$ cat src/rtl/cam_readout_ctrl_if.sv
// Wishbone slave bus bundle for the camera readout controller.
// A cycle is requested while wb_stb_i & wb_cyc_i are high; it completes on the single-cycle wb_ack_o pulse.
interface cam_readout_ctrl_if;
   logic        wb_stb_i;
   logic        wb_cyc_i;
   logic        wb_we_i;
   logic [31:0] wb_adr_i;
   logic [31:0] wb_dat_i;
   logic [31:0] wb_dat_o;
   logic        wb_ack_o;

   modport slave (
      input  wb_stb_i, wb_cyc_i, wb_we_i, wb_adr_i, wb_dat_i,
      output wb_dat_o, wb_ack_o
   );

   modport master (
      output wb_stb_i, wb_cyc_i, wb_we_i, wb_adr_i, wb_dat_i,
      input  wb_dat_o, wb_ack_o
   );
endinterface

$ cat src/rtl/cam_readout_ctrl.sv
// Sequences one camera frame capture, then reads the nibble-wide capture RAM
// and packs 8 nibbles per 32-bit word for the CPU to pop through the DATA register.
module cam_readout_ctrl #(
   parameter int RAM_AW = 4
) (
   input  logic              clk,
   input  logic              reset,
   cam_readout_ctrl_if.slave wb,
   input  logic              cam_ready_i,
   output logic              cam_enable_o,
   output logic              cam_rd_o,
   output logic [RAM_AW-1:0] cam_addr_o,
   input  logic [3:0]        cam_data_i,
   output logic              irq_o,
   output logic [2:0]        dbg_state
);

   localparam int CW = RAM_AW - 2;
   localparam logic [CW-1:0] NW = CW'(1 << (RAM_AW - 3));

   typedef enum logic [2:0] {
      IDLE, WAIT_RDY, FETCH_A, FETCH_R, FETCH_S, HOLD, DONE
   } state_t;

   state_t            state;
   logic [1:0]        ready_s;
   logic              ready_q;
   logic              continuous;
   logic              irq_en;
   logic              frame_done;
   logic              underrun;
   logic              word_valid;
   logic [CW-1:0]     count;
   logic [2:0]        nib;
   logic [RAM_AW-1:0] addr;
   logic [31:0]       word;
   logic              enable;
   logic              rd;
   logic              ack;
   logic [31:0]       dat_o;
   logic [31:0]       rdata;

   logic       req, wr, rd_req, ctrl_wr, arm, abort, stat_wr, pop_req, pop, busy, rdy_rise;
   logic [1:0] sel;

   assign req      = wb.wb_stb_i & wb.wb_cyc_i & ~ack;
   assign sel      = wb.wb_adr_i[3:2];
   assign wr       = req & wb.wb_we_i;
   assign rd_req   = req & ~wb.wb_we_i;
   assign ctrl_wr  = wr & (sel == 2'd0);
   assign arm      = ctrl_wr & wb.wb_dat_i[0];
   assign abort    = ctrl_wr & wb.wb_dat_i[3];
   assign stat_wr  = wr & (sel == 2'd1);
   assign pop_req  = rd_req & (sel == 2'd2);
   assign pop      = pop_req & word_valid;
   assign busy     = (state != IDLE);
   // Edge, not level: a ready flag left high from a previous frame must not restart a fetch.
   assign rdy_rise = ready_s[1] & ~ready_q;

   logic unused_bits;
   assign unused_bits = ^{wb.wb_adr_i[31:4], wb.wb_adr_i[1:0], wb.wb_dat_i[31:4]};

   always_comb begin
      rdata = '0;
      case (sel)
         2'd0: rdata[2:1] = {irq_en, continuous};
         2'd1: rdata[3:0] = {underrun, frame_done, word_valid, busy};
         2'd2: rdata      = word_valid ? word : 32'd0;
         default: rdata[CW-1:0] = count;
      endcase
   end

   always_ff @(posedge clk) begin
      if (reset) begin
         state      <= IDLE;
         ready_s    <= '0;
         ready_q    <= 1'b0;
         continuous <= 1'b0;
         irq_en     <= 1'b0;
         frame_done <= 1'b0;
         underrun   <= 1'b0;
         word_valid <= 1'b0;
         count      <= '0;
         nib        <= '0;
         addr       <= '0;
         word       <= '0;
         enable     <= 1'b0;
         rd         <= 1'b0;
         ack        <= 1'b0;
         dat_o      <= '0;
      end else begin
         ack     <= req;
         ready_s <= {ready_s[0], cam_ready_i};
         ready_q <= ready_s[1];
         if (req) dat_o <= wb.wb_we_i ? 32'd0 : rdata;

         if (ctrl_wr) begin
            continuous <= wb.wb_dat_i[1];
            irq_en     <= wb.wb_dat_i[2];
         end
         if (stat_wr) begin
            frame_done <= 1'b0;
            underrun   <= 1'b0;
         end
         if (pop_req && !word_valid) underrun <= 1'b1;

         if (abort) begin
            state      <= IDLE;
            enable     <= 1'b0;
            rd         <= 1'b0;
            word_valid <= 1'b0;
            count      <= '0;
         end else begin
            case (state)
               IDLE: if (arm) begin
                  state  <= WAIT_RDY;
                  enable <= 1'b1;
                  count  <= NW;
                  nib    <= '0;
                  addr   <= '0;
               end
               WAIT_RDY: if (rdy_rise) begin
                  state  <= FETCH_A;
                  enable <= 1'b0;
               end
               FETCH_A: begin
                  rd    <= 1'b1;
                  state <= FETCH_R;
               end
               FETCH_R: begin
                  rd    <= 1'b0;
                  state <= FETCH_S;
               end
               FETCH_S: begin
                  word[{nib, 2'b00} +: 4] <= cam_data_i;
                  addr <= addr + 1'b1;
                  if (nib == 3'd7) begin
                     word_valid <= 1'b1;
                     state      <= HOLD;
                  end else begin
                     nib   <= nib + 1'b1;
                     state <= FETCH_A;
                  end
               end
               HOLD: if (pop) begin
                  word_valid <= 1'b0;
                  count      <= count - 1'b1;
                  if (count == CW'(1)) begin
                     state <= DONE;
                  end else begin
                     nib   <= '0;
                     state <= FETCH_A;
                  end
               end
               DONE: begin
                  frame_done <= 1'b1;
                  nib        <= '0;
                  if (continuous) begin
                     state  <= WAIT_RDY;
                     enable <= 1'b1;
                     count  <= NW;
                     addr   <= '0;
                  end else begin
                     state <= IDLE;
                  end
               end
               default: state <= IDLE;
            endcase
         end
      end
   end

   assign wb.wb_ack_o  = ack;
   assign wb.wb_dat_o  = dat_o;
   assign cam_enable_o = enable;
   assign cam_rd_o     = rd;
   assign cam_addr_o   = addr;
   assign irq_o        = frame_done & irq_en;
   assign dbg_state    = state;

endmodule

$ cat src/flat_wrapper.sv
// flat-port wrapper written by rule: the top's interface ports become plain ports
module cam_readout_ctrl_flat 
#(
   parameter int RAM_AW = 4
)
  (clk, reset, cam_ready_i, cam_enable_o, cam_rd_o, cam_addr_o, cam_data_i, irq_o, dbg_state, wb_wb_stb_i, wb_wb_cyc_i, wb_wb_we_i, wb_wb_adr_i, wb_wb_dat_i, wb_wb_dat_o, wb_wb_ack_o);
  cam_readout_ctrl_if wb_i ();
  input  logic clk;
  input  logic reset;
  input  logic cam_ready_i;
  output logic cam_enable_o;
  output logic cam_rd_o;
  output logic [RAM_AW-1:0] cam_addr_o;
  input  logic [3:0] cam_data_i;
  output logic irq_o;
  output logic [2:0] dbg_state;
  input wire logic [$bits(wb_i.wb_stb_i)-1:0] wb_wb_stb_i;
  input wire logic [$bits(wb_i.wb_cyc_i)-1:0] wb_wb_cyc_i;
  input wire logic [$bits(wb_i.wb_we_i)-1:0] wb_wb_we_i;
  input wire logic [$bits(wb_i.wb_adr_i)-1:0] wb_wb_adr_i;
  input wire logic [$bits(wb_i.wb_dat_i)-1:0] wb_wb_dat_i;
  output wire logic [$bits(wb_i.wb_dat_o)-1:0] wb_wb_dat_o;
  output wire logic [$bits(wb_i.wb_ack_o)-1:0] wb_wb_ack_o;
  assign wb_i.wb_stb_i = wb_wb_stb_i;
  assign wb_i.wb_cyc_i = wb_wb_cyc_i;
  assign wb_i.wb_we_i = wb_wb_we_i;
  assign wb_i.wb_adr_i = wb_wb_adr_i;
  assign wb_i.wb_dat_i = wb_wb_dat_i;
  assign wb_wb_dat_o = wb_i.wb_dat_o;
  assign wb_wb_ack_o = wb_i.wb_ack_o;
  cam_readout_ctrl #(.RAM_AW(RAM_AW)) u_core (.clk(clk), .reset(reset), .wb(wb_i), .cam_ready_i(cam_ready_i), .cam_enable_o(cam_enable_o), .cam_rd_o(cam_rd_o), .cam_addr_o(cam_addr_o), .cam_data_i(cam_data_i), .irq_o(irq_o), .dbg_state(dbg_state));
endmodule
$ cat config.mk
export PLATFORM = sky130hd
export DESIGN_NAME = cam_readout_ctrl_flat
export DESIGN_NICKNAME = d
export VERILOG_FILES = /design/src/rtl/cam_readout_ctrl_if.sv /design/src/rtl/cam_readout_ctrl.sv /design/src/flat_wrapper.sv
export SDC_FILE = /design/constraint.sdc
export NUM_CORES = 1
export LEC_CHECK = 0
export ABC_AREA = 1
export CORE_MARGIN = 1.5
export CORE_UTILIZATION = 45
export CTS_BUF_LIST = sky130_fd_sc_hd__clkbuf_4
export CTS_CLUSTER_SIZE = 20
export DETAILED_ROUTE_END_ITERATION = 8
export PLACE_DENSITY = 0.76
export SETUP_SLACK_MARGIN = 0.1
export SLEW_MARGIN = 25
export SYNTH_ARGS = -nofsm -noshare
export SYNTH_HDL_FRONTEND = slang
export SYNTH_SLANG_ARGS = --single-unit
$ cat constraint.sdc
create_clock -name clk -period 2.15 [get_ports clk]
set_input_delay 0.5375 -clock clk [delete_from_list [all_inputs] [get_ports clk]]
set_output_delay 0.5375 -clock clk [all_outputs]
set_load 0.1 [all_outputs]
==> results of run 1 <==
[routing by layer]
layer | vias to the layer above | routed length [um] | part of all wire (%)
met5 | - | 0 | 0
met3 | 9 | 430 | 4.7
met1 | 1710 | 4360 | 48
met4 | 0 | 133 | 1.5
met2 | 112 | 4140 | 46
li1 | 1929 | - | -
[path summary, 6_finish.rpt]
check                                        from               to  slack (ns)  cells after the start
worst min register to register  u_core.ready_s[1]   u_core.ready_q        0.42                      2
worst min-delay path            u_core.ready_s[1]   u_core.ready_q        0.42                      2
worst max-delay path                u_core.nib[1]  u_core.word[24]        0.26                      8
worst max register to register      u_core.nib[1]  u_core.word[24]        0.26                      8
[power breakdown]
group | switching (mW) | internal [mW] | total, mW
Combinational | 0.149 | 0.0785 | 0.227
Sequential | 0.00832 | 1.62 | 1.63
Clock | 0.531 | 0.354 | 0.886
Total | 0.688 | 2.05 | 2.74
[synth_stat cells, types with 3 or more instances]
master,instances,area (um^2)
a21oi_1,59,295
buf_2,3,15.0
buf_4,3,22.5
clkbuf_1,12,45.0
dfxtp_1,87,1740
ha_1,10,125
inv_1,58,218
inv_2,5,18.8
nand2_1,156,586
nand3_1,24,120
nand3_2,3,30.0
nand4_1,14,87.6
nor2_1,75,282
nor2_2,3,18.8
nor2_4,3,33.8
nor3_1,3,15.0
o21ai_0,16,80.1
or2_2,3,18.8
[per-stage QoR]
stage / power (mW) / util, % / cell area, um^2
2_1_floorplan: 1.80 / - / 4020
5_1_grt: 2.85 / 56.3 / 4890
3_3_place_gp: 1.89 / 54.8 / 4760
3_5_place_dp: 1.89 / 54.8 / 4760
6_report: 2.74 / 56.3 / 4890
4_1_cts: 2.76 / 56.3 / 4880
[critical path, stage by stage, from the launching register on]
cell,delay (ns)
dfxtp_2,0.39
inv_1,0.06
ha_1,0.17
ha_1,0.36
buf_4,0.23
nor3_2,0.30
nand2_4,0.12
nor2_1,0.11
nor2_1,0.05
[timing repair]
item | in CTS | in global routing
gates resized for setup | 0 | 3
endpoints found under the setup margin | 0 | 13
hold buffers | 0 | 0
[cells by family (layout without fill, tap and decap cells)]
group / count (synthesis) / after routing / synth area share (%)
AO/OA/AOI/OAI: 83 / 83 / 10.9
buffers and inverters: 88 / 158 / 9.30
flip-flops: 87 / 87 / 43.3
AND/OR/NAND/NOR: 296 / 296 / 33.2
adder cells (fa/ha/maj): 10 / 10 / 3.11
XOR/XNOR: 1 / 1 / 0.218
[flip-flops by register name, summed over array words and instances, names as in the netlist]
| register | count |
|---|---|
| u_core.frame_done | 1 |
| u_core.cam_addr_o | 4 |
| u_core.cam_rd_o | 1 |
| u_core.count | 2 |
| u_core.ready_s | 2 |
| u_core.word_valid | 1 |
| u_core.irq_en | 1 |
| u_core.cam_enable_o | 1 |
| u_core.wb.wb_dat_o | 32 |
| u_core.word | 32 |
| u_core.wb.wb_ack_o | 1 |
| u_core.nib | 3 |
| u_core.ready_q | 1 |
| u_core.underrun | 1 |
| u_core.dbg_state | 3 |
| u_core.continuous | 1 |
[final cells by class]
type,count,area (um^2)
Tap cell,108,135
Inverter,66,253
Sequential cell,87,1740
Multi-Input combinational cell,390,1910
Clock inverter,4,48.8
Clock buffer,10,75.1
Timing Repair Buffer,78,723
Fill cell,833,3790
==> flow_metrics.py, run 1 <==
metrics = {
    "finish": {
        "layout_commonest_cell": "nand2_1",
        "final_layout_size_suffix_gt1_share_pct": 17.2,
        "syn2layout_area_growth_pct": 21.5,
        "antenna_cells": 0,
        "fin_cells": 743,
        "nets": 716,
        "final_cell_mix": "nand2_1 (155), dfxtp_1 (86), nor2_1 (75)",
    },
    "setup_path": {
        "critPathArrivalTime_ns": 2.21,
        "worst_ep_required_time_ns": 2.48,
        "end_kind": "flop",
        "cp_max_fo": 15,
        "startpoint_type": "flop",
        "worstSetupPathType": "reg2reg",
    },
    "place": {
        "dp_slack_ns": -0.148,
        "place.detailed.hpwl_um": 6500,
        "gp_congestion": 0.849,
        "io_buffers": 58,
        "dp_cells": 729,
    },
    "logic_synthesis": {
        "avgSynthCellArea_um2": 7.12,
        "syn-num-nets": 649,
        "ys_ff_latch": 87,
        "mappedNetlistArea_um2": 4020,
        "ys.flop_type": "dfxtp_1",
        "yosys.cell_types.count": 39,
        "synth_edf_count": 0,
        "ys_warn_count": 0,
        "synthCells": 565,
        "ys_seq_area_share_pct": 43.3,
        "async_reset_ff_share_pct": 0,
    },
    "detailed_routing": {
        "initialDrtViolationCount": 250,
        "vias_per_cell": 5.06,
        "drc_errors": 0,
        "ant_nets": 0,
        "via_count": 3760,
        "wirelength_um": 9060,
        "post_drt_wl_per_cell_um": 12.2,
        "firstDrtPassIters": 5,
    },
    "timing": {
        "grt_setup_unrepaired": "false",
        "clock_skew_ns": 0.0249,
        "tightest_slew_ns": 0.465,
        "slew_viol_final": 0,
        "whs_ns": 0.419,
        "layout_min_cycle_time_ns": 1.89,
        "fin_crit_sh_pct": 87.7,
        "hold_viol_final": 0,
        "final.setup.worst_slack_ns": 0.264,
        "relSlewSlack_pct": 68.9,
        "finalSetupViolCount": 0,
        "fmax_ghz": 0.530,
        "finalSetupTns_ns": 0,
    },
    "power": {
        "ir_drop_mv": 0.263,
        "p_leak_nw": 2.11,
        "cellPowerDensity_nw_per_um2": 561,
    },
    "floorplanning": {
        "die_w_um": 97.5,
        "rows": 34,
        "ios": 117,
        "start_util_pct": 46.4,
        "die_area_um2": 9520,
        "coreArea_um2": 8680,
        "chipHeight_um": 97.5,
    },
    "clock_tree": {
        "h-tree-depth": 3,
        "clock_sinks": 87,
        "clock_path_buffers": 2,
        "cts_tree": "built",
        "postCtsSetupBuffers": 0,
        "numCtsBuffers": 9,
        "cts_root_buf": "clkbuf_4",
        "clk-insertion-delay-late_ns": 0.44,
        "clkSlewWorstSetupHoldPaths_ns": 0.14,
    },
    "min_path": {
        "hp-class": "reg2reg",
    },
    "global_route": {
        "grt_start_max_net_pins": 51,
        "grt-ovfl-total": 0,
        "use_met3_pct": 3.09,
        "grt_pass1_wl_um": 15400,
        "grt_pass1_vias": 3445,
        "grt_usage_pct": 19.5,
        "grtUsageMet2_pct": 31.9,
        "antenna_found_initial": 0,
        "gr-usage-met1_pct": 25.8,
        "grt_busiest_layer": "met2",
    },
    "run_status": {
        "status": "finished, final reports clean",
    },
    "job": {
        "max_cap_viol_count": 0,
    },
}
Note: power is estimated with default switching activity, not from simulation.
==> run 2, diff against run 1 <==
--- a/config.mk
+++ b/config.mk
@@ -7,11 +7,11 @@
 export LEC_CHECK = 0
 export ABC_AREA = 1
 export CORE_MARGIN = 1.5
-export CORE_UTILIZATION = 45
+export CORE_UTILIZATION = 25
 export CTS_BUF_LIST = sky130_fd_sc_hd__clkbuf_4
 export CTS_CLUSTER_SIZE = 20
 export DETAILED_ROUTE_END_ITERATION = 8
-export PLACE_DENSITY = 0.76
+export PLACE_DENSITY = 0.48
 export SETUP_SLACK_MARGIN = 0.1
 export SLEW_MARGIN = 25
 export SYNTH_ARGS = -nofsm -noshare
==> run 2 against run 1 <==
Against the previous run:
- worst setup slack improved by 0.014 ns
- global-route usage fell by 7.0 points
- sequential power barely moved
- cell area rose by 3.0%
- clock-buffer cell count rose by 2
- sequential cell count did not move
- routed wire length rose by 9.9%
- sequential share of layout area fell by 1.1 points
- maximum frequency rose by 0.72%
- die area rose by 77%
- utilization fell by 24 points
- combinational power barely moved
- highest routed layer unchanged
==> flow_metrics.py, run 2 (same netlist as run 1, synthesis figures left out) <==
metrics = {
    "floorplanning": {
        "die_w_um": 130,
        "coreArea_um2": 15800,
        "chipHeight_um": 130,
        "die_area_um2": 16900,
        "rows": 46,
        "start_util_pct": 25.4,
        "ios": 117,
    },
    "detailed_routing": {
        "ant_nets": 0,
        "wirelength_um": 9950,
        "firstDrtPassIters": 4,
        "initialDrtViolationCount": 161,
        "drc_errors": 0,
        "post_drt_wl_per_cell_um": 11.6,
        "vias_per_cell": 4.24,
        "via_count": 3629,
    },
    "place": {
        "dp_cells": 839,
        "gp_congestion": 0.841,
        "io_buffers": 58,
        "place.detailed.hpwl_um": 7350,
    },
    "timing": {
        "relSlewSlack_pct": 62.8,
        "clock_skew_ns": 0.0110,
        "slew_viol_final": 0,
        "fin_crit_sh_pct": 87.1,
        "fmax_ghz": 0.534,
        "grt_setup_unrepaired": "false",
        "finalSetupTns_ns": 0,
        "whs_ns": 0.419,
        "tightest_slew_ns": 0.558,
        "layout_min_cycle_time_ns": 1.87,
        "finalSetupViolCount": 0,
        "hold_viol_final": 0,
    },
    "global_route": {
        "grt-ovfl-total": 0,
        "grt_pass1_vias": 3487,
        "grt_start_max_net_pins": 51,
        "grt_pass1_wl_um": 16500,
        "antenna_found_initial": 1,
        "grt_usage_pct": 12.5,
    },
    "finish": {
        "final_cell_mix": "nand2_1 (156), dfxtp_1 (86), nor2_1 (74)",
        "fin_cells": 856,
        "multi_input_area_um2": 1910,
        "nets": 718,
        "syn2layout_area_growth_pct": 25.2,
        "seqCellArea_um2": 1740,
        "final_layout_size_suffix_gt1_share_pct": 17.8,
        "fillers": 1699,
        "layout_commonest_cell": "nand2_1",
    },
    "power": {
        "clockPowerShare_pct": 30.8,
        "cellPowerDensity_nw_per_um2": 533,
        "power_frac_seq_pct": 60.8,
        "ir_drop_mv": 0.211,
        "switching_share_pct": 26.6,
        "p_leak_nw": 2.11,
        "power_switching_mw": 0.715,
        "comb_power_share_pct": 8.4,
        "p_int_mw": 1.97,
    },
    "setup_path": {
        "cpPeakStageDelay_ns": 0.63,
        "cp_cell_sequence": "buf_12",
        "startpoint_type": "flop",
        "crit_buf_inv": 1,
        "critPathArrivalTime_ns": 1.34,
        "cp_max_fo": 9,
        "worst_ep_required_time_ns": 1.61,
        "worstSetupPathType": "reg2out",
        "cpLargestDelayFamily": "flip-flops",
        "crit_slowest_cell": "dfxtp_1",
        "end_kind": "output pin",
    },
    "job": {
        "max_cap_viol_count": 0,
    },
    "clock_tree": {
        "clk-insertion-delay-late_ns": 0.46,
        "cts_root_buf": "clkbuf_4",
        "clock_path_buffers": 2,
        "numCtsBuffers": 9,
        "cts_tree": "built",
        "clkSlewWorstSetupHoldPaths_ns": 0.13,
        "h-tree-depth": 3,
        "clock_sinks": 87,
    },
    "min_path": {
        "hp-class": "reg2reg",
    },
    "run_status": {
        "status": "finished, final reports clean",
    },
}
[run 2: tightest hold or removal path: stages, from the launching register on]
cell     delay (ns)
dfxtp_1        0.32
inv_1          0.04
nor2_1         0.03
[run 2: worst paths after layout]
path / start / end / slack [ns] / cells past startpoint
setup / recovery: u_core.dbg_state[2] / dbg_state[2] / 0.28 / 1
hold / removal: u_core.ready_s[0] / u_core.ready_s[1] / 0.42 / 2
setup reg to reg: u_core.nib[0] / u_core.word[11] / 0.28 / 9
hold reg to reg: u_core.ready_s[0] / u_core.ready_s[1] / 0.42 / 2
[run 2: repair_timing]
| item | 4_1_cts | 5_1_grt |
|---|---|---|
| setup buffers | 0 | 0 |
| endpoints found under the setup margin | 0 | 10 |
| gates resized for setup | 0 | 2 |
| hold buffers | 0 | 0 |
[run 2: area by class of cell]
| type | instances | area share [%] |
|---|---|---|
| diodes | 1 | 0.0497 |
| inverters | 66 | 5.02 |
| multi-input cells | 390 | 37.9 |
| well taps | 216 | 5.37 |
| clock buffers | 12 | 1.79 |
| flip-flops and latches | 87 | 34.6 |
| repair buffers | 80 | 14.8 |
| clock inverters | 4 | 0.447 |
[run 2: per-layer routing]
| metal | wire length [um] | global-route usage [%] | share of wire, % | vias to the layer above |
|---|---|---|---|---|
| met5 | 0 | 0 | 0 | - |
| met4 | 240 | 6.01 | 2.4 | 0 |
| met3 | 359 | 2.58 | 3.6 | 13 |
| met2 | 4460 | 20.3 | 45 | 52 |
| met1 | 4890 | 15.9 | 49 | 1632 |
| li1 | - | - | - | 1932 |
[run 2: power by group through the flow]
stage               Sequential (mW)  Clock (mW)  Combinational, mW
finish                         1.63       0.827              0.225
global route                   1.63       0.940              0.248
CTS                            1.63       0.880              0.229
detailed placement             1.67           0              0.228
global placement               1.67           0              0.225
floorplan                      1.69           0              0.111
[run 2: metrics by stage]
step | power [mW] | instance area (um^2) | util [%] | setup WS [ns]
floorplan | 1.80 | 4020 | - | 0.114
global placement | 1.89 | 4920 | 31.1 | -0.134
detailed placement | 1.89 | 4920 | 31.1 | -0.185
CTS | 2.74 | 5030 | 31.8 | 0.217
global route | 2.82 | 5040 | 31.8 | 0.0978
finish | 2.68 | 5040 | 31.8 | 0.277
